File: src/rtl/ram_fifo_pkg.sv
// Shared constants and FSM state type for the RAM-backed FIFO controller.
package ram_fifo_pkg;

  localparam int unsigned DATA_W = 4;
  localparam int unsigned ADDR_W = 3;
  localparam int unsigned DEPTH  = 1 << ADDR_W;
  localparam int unsigned CNT_W  = ADDR_W + 1;

  typedef enum logic [1:0] {
    IDLE    = 2'd0,
    RD_ADDR = 2'd1,
    RD_CAP  = 2'd2
  } state_e;

endpackage

File: src/rtl/ram_fifo_ptr.sv
// Wrapping W-bit pointer with increment enable; used for both FIFO pointers.
module ram_fifo_ptr #(
  parameter int unsigned W = 3
) (
  input  logic         i_clk,
  input  logic         i_rst_n,
  input  logic         i_inc,
  output logic [W-1:0] o_ptr
);

  always_ff @(posedge i_clk or negedge i_rst_n) begin
    if (!i_rst_n) begin
      o_ptr <= '0;
    end else if (i_inc) begin
      o_ptr <= o_ptr + W'(1);
    end
  end

endmodule

File: src/rtl/ram_fifo_ctrl.sv
// FIFO controller over an external single-port synchronous RAM.
// Define RAM_FIFO_ERR_EN to build in the sticky misuse detector on o_err.
module ram_fifo_ctrl #(
  parameter int unsigned DATA_W = ram_fifo_pkg::DATA_W,
  parameter int unsigned ADDR_W = ram_fifo_pkg::ADDR_W
) (
  input  logic              i_clk,
  input  logic              i_rst_n,
  input  logic              i_push_valid,
  input  logic [DATA_W-1:0] i_push_data,
  output logic              o_push_ready,
  input  logic              i_pop_req,
  output logic              o_pop_valid,
  output logic [DATA_W-1:0] o_pop_data,
  output logic              o_full,
  output logic              o_empty,
  output logic [ADDR_W:0]   o_count,
  output logic              o_ram_write_en,
  output logic [ADDR_W-1:0] o_ram_addr,
  output logic [DATA_W-1:0] o_ram_write_data,
  input  logic [DATA_W-1:0] i_ram_read_data,
  output logic              o_err
);

  import ram_fifo_pkg::*;

  localparam int unsigned CNT_BITS   = ADDR_W + 1;
  localparam int unsigned FIFO_DEPTH = 1 << ADDR_W;

  state_e              state_q, state_d;
  logic [CNT_BITS-1:0] count_q, count_d;
  logic                full_q, full_d;
  logic                empty_q, empty_d;
  logic                we_q, we_d;
  logic [ADDR_W-1:0]   addr_q, addr_d;
  logic [DATA_W-1:0]   wdata_q, wdata_d;
  logic                pop_valid_q, pop_valid_d;
  logic [DATA_W-1:0]   pop_data_q, pop_data_d;
  logic [ADDR_W-1:0]   wr_ptr, rd_ptr;
  logic                push_ready_c;
  logic                push_acc, pop_acc;

  // Pop wins over a simultaneous push, so push is only offered when no pop is taken.
  assign push_ready_c = (state_q == IDLE) & ~full_q & ~(i_pop_req & ~empty_q);

  ram_fifo_ptr #(.W(ADDR_W)) u_wr_ptr (
    .i_clk   (i_clk),
    .i_rst_n (i_rst_n),
    .i_inc   (push_acc),
    .o_ptr   (wr_ptr)
  );

  ram_fifo_ptr #(.W(ADDR_W)) u_rd_ptr (
    .i_clk   (i_clk),
    .i_rst_n (i_rst_n),
    .i_inc   (pop_acc),
    .o_ptr   (rd_ptr)
  );

  // Next-state and next-output decode.
  always_comb begin
    state_d     = state_q;
    count_d     = count_q;
    we_d        = 1'b0;
    addr_d      = addr_q;
    wdata_d     = wdata_q;
    pop_valid_d = 1'b0;
    pop_data_d  = pop_data_q;
    pop_acc     = 1'b0;
    push_acc    = 1'b0;

    unique case (state_q)
      IDLE: begin
        pop_acc  = i_pop_req & ~empty_q;
        push_acc = i_push_valid & push_ready_c;
        if (pop_acc) begin
          state_d = RD_ADDR;
          addr_d  = rd_ptr;
          count_d = count_q - CNT_BITS'(1);
        end else if (push_acc) begin
          we_d    = 1'b1;
          addr_d  = wr_ptr;
          wdata_d = i_push_data;
          count_d = count_q + CNT_BITS'(1);
        end
      end
      RD_ADDR: begin
        state_d = RD_CAP;
      end
      RD_CAP: begin
        // RAM output now reflects the address presented during RD_ADDR.
        state_d     = IDLE;
        pop_valid_d = 1'b1;
        pop_data_d  = i_ram_read_data;
      end
      default: begin
        state_d = IDLE;
      end
    endcase

    full_d  = (count_d == CNT_BITS'(FIFO_DEPTH));
    empty_d = (count_d == '0);
  end

  always_ff @(posedge i_clk or negedge i_rst_n) begin
    if (!i_rst_n) begin
      state_q     <= IDLE;
      count_q     <= '0;
      full_q      <= 1'b0;
      empty_q     <= 1'b1;
      we_q        <= 1'b0;
      addr_q      <= '0;
      wdata_q     <= '0;
      pop_valid_q <= 1'b0;
      pop_data_q  <= '0;
    end else begin
      state_q     <= state_d;
      count_q     <= count_d;
      full_q      <= full_d;
      empty_q     <= empty_d;
      we_q        <= we_d;
      addr_q      <= addr_d;
      wdata_q     <= wdata_d;
      pop_valid_q <= pop_valid_d;
      pop_data_q  <= pop_data_d;
    end
  end

`ifdef RAM_FIFO_ERR_EN
  logic err_q;

  // Sticky until reset: push into full, or pop from empty while idle.
  always_ff @(posedge i_clk or negedge i_rst_n) begin
    if (!i_rst_n) begin
      err_q <= 1'b0;
    end else if ((i_push_valid & full_q) | (i_pop_req & empty_q & (state_q == IDLE))) begin
      err_q <= 1'b1;
    end
  end

  assign o_err = err_q;
`else
  assign o_err = 1'b0;
`endif

  assign o_push_ready     = push_ready_c;
  assign o_pop_valid      = pop_valid_q;
  assign o_pop_data       = pop_data_q;
  assign o_full           = full_q;
  assign o_empty          = empty_q;
  assign o_count          = count_q;
  assign o_ram_write_en   = we_q;
  assign o_ram_addr       = addr_q;
  assign o_ram_write_data = wdata_q;

endmodule

File: config.mk
export PLATFORM = sky130hd
export DESIGN_NAME = ram_fifo_ctrl
export DESIGN_NICKNAME = d
export VERILOG_FILES = /design/src/rtl/ram_fifo_pkg.sv /design/src/rtl/ram_fifo_ptr.sv /design/src/rtl/ram_fifo_ctrl.sv
export SDC_FILE = /design/constraint.sdc
export NUM_CORES = 1
export LEC_CHECK = 0
export BUFFER_PORTS_ARGS = -buffer_cell sky130_fd_sc_hd__buf_4
export CAP_MARGIN = 20
export CORE_UTILIZATION = 25
export CTS_CLUSTER_DIAMETER = 80
export CTS_CLUSTER_SIZE = 28
export DETAILED_ROUTE_END_ITERATION = 16
export HOLD_SLACK_MARGIN = 0.05
export SYNTH_ARGS = -nofsm -noshare
export SYNTH_HDL_FRONTEND = slang
export SYNTH_SLANG_ARGS = --single-unit
export TNS_END_PERCENT = 100
File: constraint.sdc
create_clock -name i_clk -period 3.15 [get_ports i_clk]
set_input_delay 0.1575 -clock i_clk [delete_from_list [all_inputs] [get_ports i_clk]]
set_output_delay 0.1575 -clock i_clk [all_outputs]
set_load 0.05 [all_outputs]
== Yosys cells after proc, flatten, opt, wreduce, memory -nomap -nowiden ==
Cells that the tools add are included.

* Register bits: 27
* Output and inout port bits: 21
* Logic and storage cells: 44

* Add/sub/neg operators: 4
* Equality and inequality tests: 4
* Mux-type cells: 13
* Bitwise gates (word level): 7
* Reductions and logical operators: 5

{| class="wikitable"
|+ Operators with widths
! operator !! count
|-
| $mux W4 || 3
|-
| $add A3 B1 Y3 const B || 2
|-
| $mux W1 || 6
|-
| $mux W3 || 2
|-
| $add A4 B1 Y4 const B || 1
|-
| $and A1 B1 Y1 || 4
|-
| $eq A4 B4 Y1 const B || 1
|-
| $logic_not A4 Y1 || 1
|-
| $pmux W2 S2 || 1
|-
| $sub A4 B1 Y4 const B || 1
|-
| $not A1 Y1 || 3
|-
| $reduce_and A3 Y1 || 1
|-
| $eq A2 B1 Y1 const B || 1
|-
| $eq A2 B2 Y1 const B || 1
|-
| $logic_not A2 Y1 || 1
|-
| $mux W2 || 1
|-
| $ne A2 B1 Y1 const B || 1
|-
| $reduce_and A2 Y1 || 1
|-
| $reduce_bool A2 Y1 || 1
|}

== Logic depth before layout (Yosys ltp) ==
Gate-level depths: netlist (run 1).

* Depth after elaboration: 9
* Depth in mapped cells: 6
* Mapped depth without buffers: 6

== Modules after synthesis ==
Synthesis (run 1) repeated with hierarchy kept, for this count alone.

* Cells, all modules: 113
* Area, all modules: 1293.7 um2

{| class="wikitable"
|+ By module, submodules not included
! module !! instances !! cells an instance !! area an instance (um2)
|-
| ram_fifo_ctrl || 1 || 97 || 1046.0
|-
| ram_fifo_ptr || 2 || 8 || 123.9
|}

== Least setup slack after synthesis (run 1) ==
No wires, ideal clock.

* Path kind: reg2out
* From: register empty_q (netlist: o_empty)
* To: output port o_push_ready
* Arrival time: 1.968 ns
* Required time: 2.992 ns
* Setup slack: 1.024 ns
* Cell stages (with the launch flop): 4
* Path buffers: 1
* Cell sequence: dfstp_2 nor2b_1 buf_4 nor3_1

* Word-level cells in the longest chain between the ends: 4

{| class="wikitable"
|+ RTL lines
! what !! RTL line !! source
|-
| from (decl) || ram_fifo_ctrl.sv:33 || <nowiki>logic empty_q, empty_d;</nowiki>
|-
| from (signal assigned) || ram_fifo_ctrl.sv:120 || <nowiki>empty_q <= empty_d;</nowiki>
|-
| $not A1 Y1 || ram_fifo_ctrl.sv:44 || <nowiki>assign push_ready_c = (state_q == IDLE) & ~full_q & ~(i_pop_req & ~empty_q);</nowiki>
|-
| $and A1 B1 Y1 || ram_fifo_ctrl.sv:44 ||
|-
| $not A1 Y1 (no source line) || n/a ||
|-
| $and A1 B1 Y1 || ram_fifo_ctrl.sv:44 ||
|-
| to (decl) || ram_fifo_ctrl.sv:11 || <nowiki>output logic o_push_ready,</nowiki>
|}

No other way between the ends.

== Final worst setup path (run 1) ==
* From: register empty_q (netlist: o_empty)
* To: register empty_q (netlist: o_empty)

* Word-level cells in the longest chain between the ends: 9

{| class="wikitable"
|+ RTL lines
! what !! RTL line !! source
|-
| $not A1 Y1 * || ram_fifo_ctrl.sv:44, ram_fifo_ctrl.sv:74 ||
|-
| $and A1 B1 Y1 * || ram_fifo_ctrl.sv:44, ram_fifo_ctrl.sv:74 ||
|-
| $not A1 Y1 (no source line) || n/a ||
|-
| $and A1 B1 Y1 || ram_fifo_ctrl.sv:44 ||
|-
| $and A1 B1 Y1 || ram_fifo_ctrl.sv:75 || <nowiki>push_acc = i_push_valid & push_ready_c;</nowiki>
|-
| $mux W4 || ram_fifo_ctrl.sv:80 || <nowiki>end else if (push_acc) begin</nowiki>
|-
| $mux W4 * || ram_fifo_ctrl.sv:76 || <nowiki>if (pop_acc) begin</nowiki>
|-
| $mux W4 * || ram_fifo_ctrl.sv:72 || <nowiki>unique case (state_q)</nowiki>
|-
| $logic_not A4 Y1 * || ram_fifo_ctrl.sv:102 || <nowiki>empty_d = (count_d == '0);</nowiki>
|-
| named net empty_d || ram_fifo_ctrl.sv:33 ||
|}

Mark *: on every way through the listed nets, which the timed path passes. The rest lies on a longest branch.
A chain may end at the register's enable or synchronous reset.

==> results of run 1 <==
final timing paths:
| path | slack (ns) | endpoint | cells past startpoint |
|---|---|---|---|
| setup / recovery | 1.45 | o_empty | 5 |
| hold / removal | 0.08 | o_ram_write_data[2] | 3 |
| setup reg to reg | 1.45 | o_empty | 5 |
| hold reg to reg | 0.48 | o_ram_addr[1] | 2 |
| max in group asynchronous | 2.53 | o_empty | 2 |
| min in group asynchronous | 0.33 | o_ram_addr[1] | 2 |
final cells by class:
class                   instances  area (um^2)
clock buffers                   3         41.3
clock inverters                 1         5.00
fillers                       507         3170
inverters                       4         15.0
multi-input cells              72          515
flip-flops and latches         27          677
well taps                      67         83.8
repair buffers                 32          243
synthesized netlist by cell type, types with 2 or more instances:
master   instances  share of area, %
inv_1            3              0.91
xnor2_1          4               2.8
buf_4            2               1.2
nor3_2           2               1.6
and2b_1          2               1.2
mux2_2           5               4.5
o21ai_0          6               2.4
nor2_1           3              0.91
ha_1             4               4.0
nor2b_1          2               1.0
xor2_1           2               1.4
dfrtp_1         26                53
nand2_1         22               6.7
o21ai_2          2               1.4
mux2i_1          3               2.4
layer usage:
metal	up-vias	global-route usage (%)	wire, um
met4	0	0	0
met2	26	15.2	1050
met1	412	12.8	1110
met3	0	3.75	158
met5	-	0	0
li1	417	-	-
layout by cell type, fill, tap and decap left out, types with 2 or more instances in the layout:
| master | count |
|---|---|
| dfrtp_1 | 26 |
| buf_4 | 31 |
| clkbuf_8 | 3 |
| ha_1 | 4 |
| inv_1 | 3 |
| o21ai_2 | 2 |
| xor2_1 | 2 |
| mux2i_1 | 3 |
| nand2_1 | 22 |
| and2b_1 | 2 |
| xnor2_1 | 4 |
| mux2_2 | 5 |
| nor2b_1 | 2 |
| nor2_1 | 3 |
| o21ai_0 | 6 |
| nor3_2 | 2 |
kinds of logic after synthesis:
group                      after synthesis
buffers and inverters                    8
AOI/OAI and AO/OA                       12
muxes                                    8
xor gates and xnor gates                 7
other                                    1
DFF                                     27
and+or+nand+nor                         40
adders and majority gates                4
registers in the layout (all words and copies together), names as in the netlist, 2 cells and up:
name              count
o_pop_data            4
o_ram_addr            3
o_count               4
u_wr_ptr.o_ptr        3
state_q               2
u_rd_ptr.o_ptr        3
o_ram_write_data      4
per-stage QoR:
stage / std cells / utilization (%) / instance area [um^2] / hold slack (ns)
global route: 206 / 33.2 / 1580 / 0.0829
floorplan: 107 / - / 1240 / -0.138
detailed placement: 201 / 32.1 / 1520 / 0.0893
finish: 206 / 33.2 / 1580 / 0.0779
CTS: 206 / 33.2 / 1580 / 0.0721
global placement: 201 / 32.1 / 1520 / 0.0817
worst min-delay path, stage by stage:
cell,delay (ns)
buf_4,0.08
nand2_1,0.04
nand2_1,0.05
repair_timing:
item                      in CTS  in global routing
setup buffers                  0                  0
hold buffers                   1                  0
hold endpoints to repair      26                  0
==> results.cfg, run 1 <==
[run_status]
outcome = completed

[synthesis]
synth-edff-count = 0
ys_types = 34
yosys.area_share.simple_pct = 17.8
synth_top_family_by_area = simple AND/OR/NAND/NOR gates
synth-compound-area-share_pct = 6.98
synth_seq_cells = 27
yosys.area_share.xor_xnor_pct = 5.56
synthAdderAreaFrac_pct = 4.04
ys_seq_area_share_pct = 54.7
async_flop_share_pct = 100
synth_area_um2 = 1240
synth_cells = 107
yosysWarnings = 0
synthMuxAreaShare_pct = 6.98
syn-num-nets = 123
avgSynthCellArea_um2 = 11.6
ys.flop_type = dfrtp_1

[worst_setup_path]
max_stage_delay_ns = 0.48
crit_family = simple AND/OR/NAND/NOR gates
crit_required_ns = 3.35
crit_start = o_empty
worst_setup_path_start_kind = register
r2r_start = o_empty
path_buf_inv = 0
worstPathCellList = nor2b_1, nor3_2, o21ai_2, xor2_1, nor3b_2
critPathArrivalTime_ns = 1.90
path_class = register to register
worstSetupEndpointType = register
cp_slowest_cell = nor2b_1
cp_max_fo = 7

[flow_run]
max_cap_violations = 0

[floorplanning]
initial_utilization_pct = 26.0
die-area_um2 = 5240
dieHeight_um = 72.4
ioPinCount = 33
fp.coreArea_um2 = 4750
rows = 25
die_x_um = 72.4

[timing]
worstMarginPinSlew_ns = 0.613
clock.fmax_ghz = 0.590
finalSetupTns_ns = 0
fin_skew_ns = 0.00597
hold_viol = 0
period_needed_ns = 1.70
min_period_over_period_pct = 53.8
setup_ws_ns = 1.45
finalSetupViolCount = 0
rsz0062_at_grt = false
maxSlewViolCount = 0
max_slew_margin_pct = 59.1

[grt]
antenna_found_initial = 0
grt_max_degree = 28
grt_pass1_wl_mm = 3.89
grt_pass1_vias = 815
grt_overflow_total = 0
grt.total_usage_pct = 9.46

[layout]
fin_nets = 156
drive_above_1_share_pct = 38.1
antenna_cells = 0
area_delta_synth_final_pct = 27.7

[clock_network]
tritoncts = yes
clkTransAtPathRegs_ns = 0.09
clkLatencyLatePin_ns = 0.27
cts_resized = 0
clock_path_buffers = 2
cts-root-buf = clkbuf_8
htreeDepth = 1
cts.sinks = 27
cts_buffers = 3

[hold_path]
hp-class = input pin to register
hp-start = i_push_data[2]

[route]
drc = 0
routed_wl_mm = 2.33
post_drt_via_cell_ratio = 4.15
vias = 855
wl_per_cell_um = 11.3
drt_first_pass_iters = 4
drtAntennaViolNets = 0
drtIter0Drc = 50

[placed_design]
place_ws_ns = 1.45
dp_hpwl_mm = 1.79
portBuffers = 31
place_congestion = 0.760
Power of run 1 is not shown: default switching activity piles up to over one toggle a cycle in this logic, so the estimate is an artifact.
==> inputs of run 2 (changes only) <==
Clock period 3.15 ns to 1.7 ns, I/O delays scaled along.
==> results.cfg, run 2 (synthesis gave the netlist of run 1 again) <==
[worst_setup_path]
r2r_cells = 6
cp_max_fo = 7
r2r_start = o_empty
path_class = register to register
crit_required_ns = 1.90
worst_setup_path_start_kind = register
crit_start = o_empty
critPathArrivalTime_ns = 1.74
worstSetupEndpointType = register

[floorplanning]
initial_utilization_pct = 26.0
rows = 25
ioPinCount = 33
dieHeight_um = 72.4
fp.coreArea_um2 = 4750
die_x_um = 72.4
die-area_um2 = 5240

[clock_network]
cts-root-buf = clkbuf_8
tritoncts = yes
cts.sinks = 27
post_cts_buffers = 0
cts_buffers = 3
htreeDepth = 1
clock_path_buffers = 2
clkTransAtPathRegs_ns = 0.09
clkLatencyLatePin_ns = 0.26

[timing]
clock.fmax_ghz = 0.647
fin_skew_ns = 0.00349
setup_ws_ns = 0.154
min_period_over_period_pct = 90.9
maxSlewViolCount = 0
rsz0062_at_grt = false
finalSetupTns_ns = 0
finalSetupViolCount = 0
hold_viol = 0
period_needed_ns = 1.55

[route]
drc = 0
drtAntennaViolNets = 0
post_drt_via_cell_ratio = 4.19
routed_wl_mm = 2.49
vias = 917
drt_first_pass_iters = 4
drtIter0Drc = 51
wl_per_cell_um = 11.4

[layout]
final_area_um2 = 1700
fin_cells = 219
fin_nets = 169
multi_input_area_um2 = 520
fill_cells = 492
area_delta_synth_final_pct = 37.6
antenna_cells = 0
final_common_cell = buf_4
seqCellArea_um2 = 678
final_cell_mix = 36 x buf_4, 25 x dfrtp_1, 22 x nand2_1, 9 x dlygate4sd3_1, 6 x o21ai_0
drive_above_1_share_pct = 38.8

[grt]
antenna_found_initial = 0
grt_overflow_total = 0
grt.total_usage_pct = 10.2
grt_pass1_vias = 977
grt_max_degree = 28
grt_pass1_wl_mm = 4.19

[placed_design]
place_area_um2 = 1570
place_congestion = 0.827
portBuffers = 31
dp_hpwl_mm = 1.89
place_ws_ns = 0.163
dp.cells = 206

[hold_path]
hp-class = input pin to asynchronous set/reset pin

[flow_run]
max_cap_violations = 0

[run_status]
outcome = completed
## run 2: cell type report
class                      count  area share, %
inverter                       4          0.882
tap                           67           4.92
multi-input combinational     72           30.6
sequential                    27           39.8
clock buffer                   4           2.65
timing repair buffer          45           21.2
## run 2: final timing paths
path / to / slack [ns]
min: o_count[2] / 0.26
max reg2reg: o_empty / 0.15
min in group i_clk: state_q[0] / 0.27
max in group asynchronous: o_empty / 1.14
min reg2reg: u_wr_ptr.o_ptr[2] / 0.48
max: o_empty / 0.15
## run 2: what timing repair did
action                    in CTS  in global routing
resized for setup              0                  0
hold endpoints to repair      35                  0
hold buffers                   9                  0
## run 2: worst max-delay path, stage by stage (launching register included)
cell and delay [ns]:
dfstp_2 0.55, nand2b_1 0.10, buf_4 0.17, nor4_2 0.05, o21ai_2 0.12, xor2_1 0.26
nor3b_2 0.22
## run 2: metrics by stage
stage	hold slack (ns)	util (%)
CTS	0.267	35.8
floorplan	-0.211	-
detailed placement	0.0212	33.0
global placement	0.0106	33.0
global route	0.275	35.8
finish	0.265	35.8
## run 2: per-layer routing
metal  part of all wire, %  track usage, %
met5                     0               0
met2                    51            18.0
met1                    43            11.6
met3                   5.1            2.50
met4                   1.1            4.36
Power of run 2 is left out for the same reason.
==> inputs of run 3 (changes only) <==
==> constraint.sdc (replaced) <==
create_clock -name i_clk -period 1.7 [get_ports i_clk]
set_input_delay 0.425 -clock i_clk [delete_from_list [all_inputs] [get_ports i_clk]]
set_output_delay 0.425 -clock i_clk [all_outputs]
set_load 0.05 [all_outputs]
==> results.cfg, run 3 (synthesis gave the netlist of run 1 again) <==
[run_status]
outcome = finished, violations left
violations = negative setup slack

[route]
post_drt_via_cell_ratio = 4.11
vias = 879
drtAntennaViolNets = 0
drc = 0
drt_first_pass_iters = 3
drtIter0Drc = 27
routed_wl_mm = 2.53
wl_per_cell_um = 11.8

[layout]
final_util_pct = 35.5
area_delta_synth_final_pct = 36.3
final_cell_mix = 37 x buf_4, 25 x dfrtp_1, 22 x nand2_1, 6 x o21ai_0, 5 x mux2_2
fin_cells = 214
antenna_cells = 0
final_common_cell = buf_4
drive_above_1_share_pct = 45.6
fin_nets = 164

[worst_setup_path]
critPathArrivalTime_ns = 1.28
cp_max_fo = 3
worstSetupEndpointType = output port
worst_setup_path_start_kind = register
crit_required_ns = 1.27
ff2ff_setup_slack_ns = 0.16
path_class = register to output port

[floorplanning]
die_x_um = 72.4
ioPinCount = 33
rows = 25
dieHeight_um = 72.4
fp.coreArea_um2 = 4750
die-area_um2 = 5240
initial_utilization_pct = 26.0

[timing]
setup_ws_ns = -0.00797
clock.fmax_ghz = 0.585
period_needed_ns = 1.71
finalSetupViolCount = 1
hold_viol = 0
fin_skew_ns = 0.00595
maxSlewViolCount = 0
rsz0062_at_grt = true
min_period_over_period_pct = 100

[grt]
grtUsageMet3_pct = 3.47
grt_pass1_vias = 910
busiest_layer = met2
grt_overflow_total = 0
grt_use_met1_pct = 13.9
antenna_found_initial = 0
grt_pass1_wl_mm = 4.40
grt.total_usage_pct = 10.9
grt_use_met2_pct = 18.1
grt_max_degree = 28

[placed_design]
dp_hpwl_mm = 1.90
dp.cells = 205
place_congestion = 0.790
portBuffers = 31

[flow_run]
max_cap_violations = 0

[clock_network]
cts_buffers = 3
tritoncts = yes
clock_path_buffers = 2
clkTransAtPathRegs_ns = 0.10
clkLatencyLatePin_ns = 0.28
cts.sinks = 27
cts-root-buf = clkbuf_8
htreeDepth = 1

[hold_path]
hp-class = input pin to register
run 3: cell type report:
type / instances / area, um^2
timing repair buffer: 40 / 310
multi-input combinational: 72 / 549
tap: 67 / 83.8
clock buffer: 3 / 41.3
clock inverter: 1 / 8.76
sequential: 27 / 678
inverter: 4 / 15.0
fill: 485 / 3070
run 3: final timing paths:
kind | startpoint | cells past startpoint | endpoint
max | o_empty | 4 | o_push_ready
min | i_push_data[1] | 3 | o_ram_write_data[1]
max reg2reg | o_empty | 6 | o_empty
min reg2reg | o_ram_addr[1] | 2 | o_ram_addr[1]
max in group asynchronous | i_rst_n | 2 | o_empty
min in group asynchronous | i_rst_n | 2 | o_pop_valid
run 3: worst max-delay path, cell delays in order (launching register included):
cell,delay [ns]
dfstp_2,0.56
nor2b_2,0.06
buf_6,0.12
nor3_4,0.10
buf_6,0.17
run 3: layer usage:
layer / part of all wire, % / vias to the layer above / routed length [um]
met4: 0.32 / 0 / 8
met1: 45 / 423 / 1140
met5: 0 / - / 0
met2: 50 / 24 / 1260
li1: - / 430 / -
met3: 4.6 / 2 / 115
run 3: metrics by stage:
stage / area [um^2] / setup TNS [ns] / worst slack (ns) / hold slack (ns)
floorplan: 1250 / -0.0561 / -0.0561 / 0.129
global placement: 1570 / 0 / 0.126 / 0.350
detailed placement: 1570 / 0 / 0.0565 / 0.360
CTS: 1660 / -0.0386 / -0.0386 / 0.325
global route: 1690 / -0.0621 / -0.0621 / 0.328
finish: 1690 / -0.00797 / -0.00797 / 0.334
run 3: what timing repair did:
item	4_1_cts	5_1_grt
endpoints found under the hold margin	17	0
setup buffers	4	0
gates resized for setup	2	5
pin swaps	1	0
endpoints found under the setup margin	1	3
cloned	0	0
hold buffers	1	0
Power of run 3 is left out for the same reason.
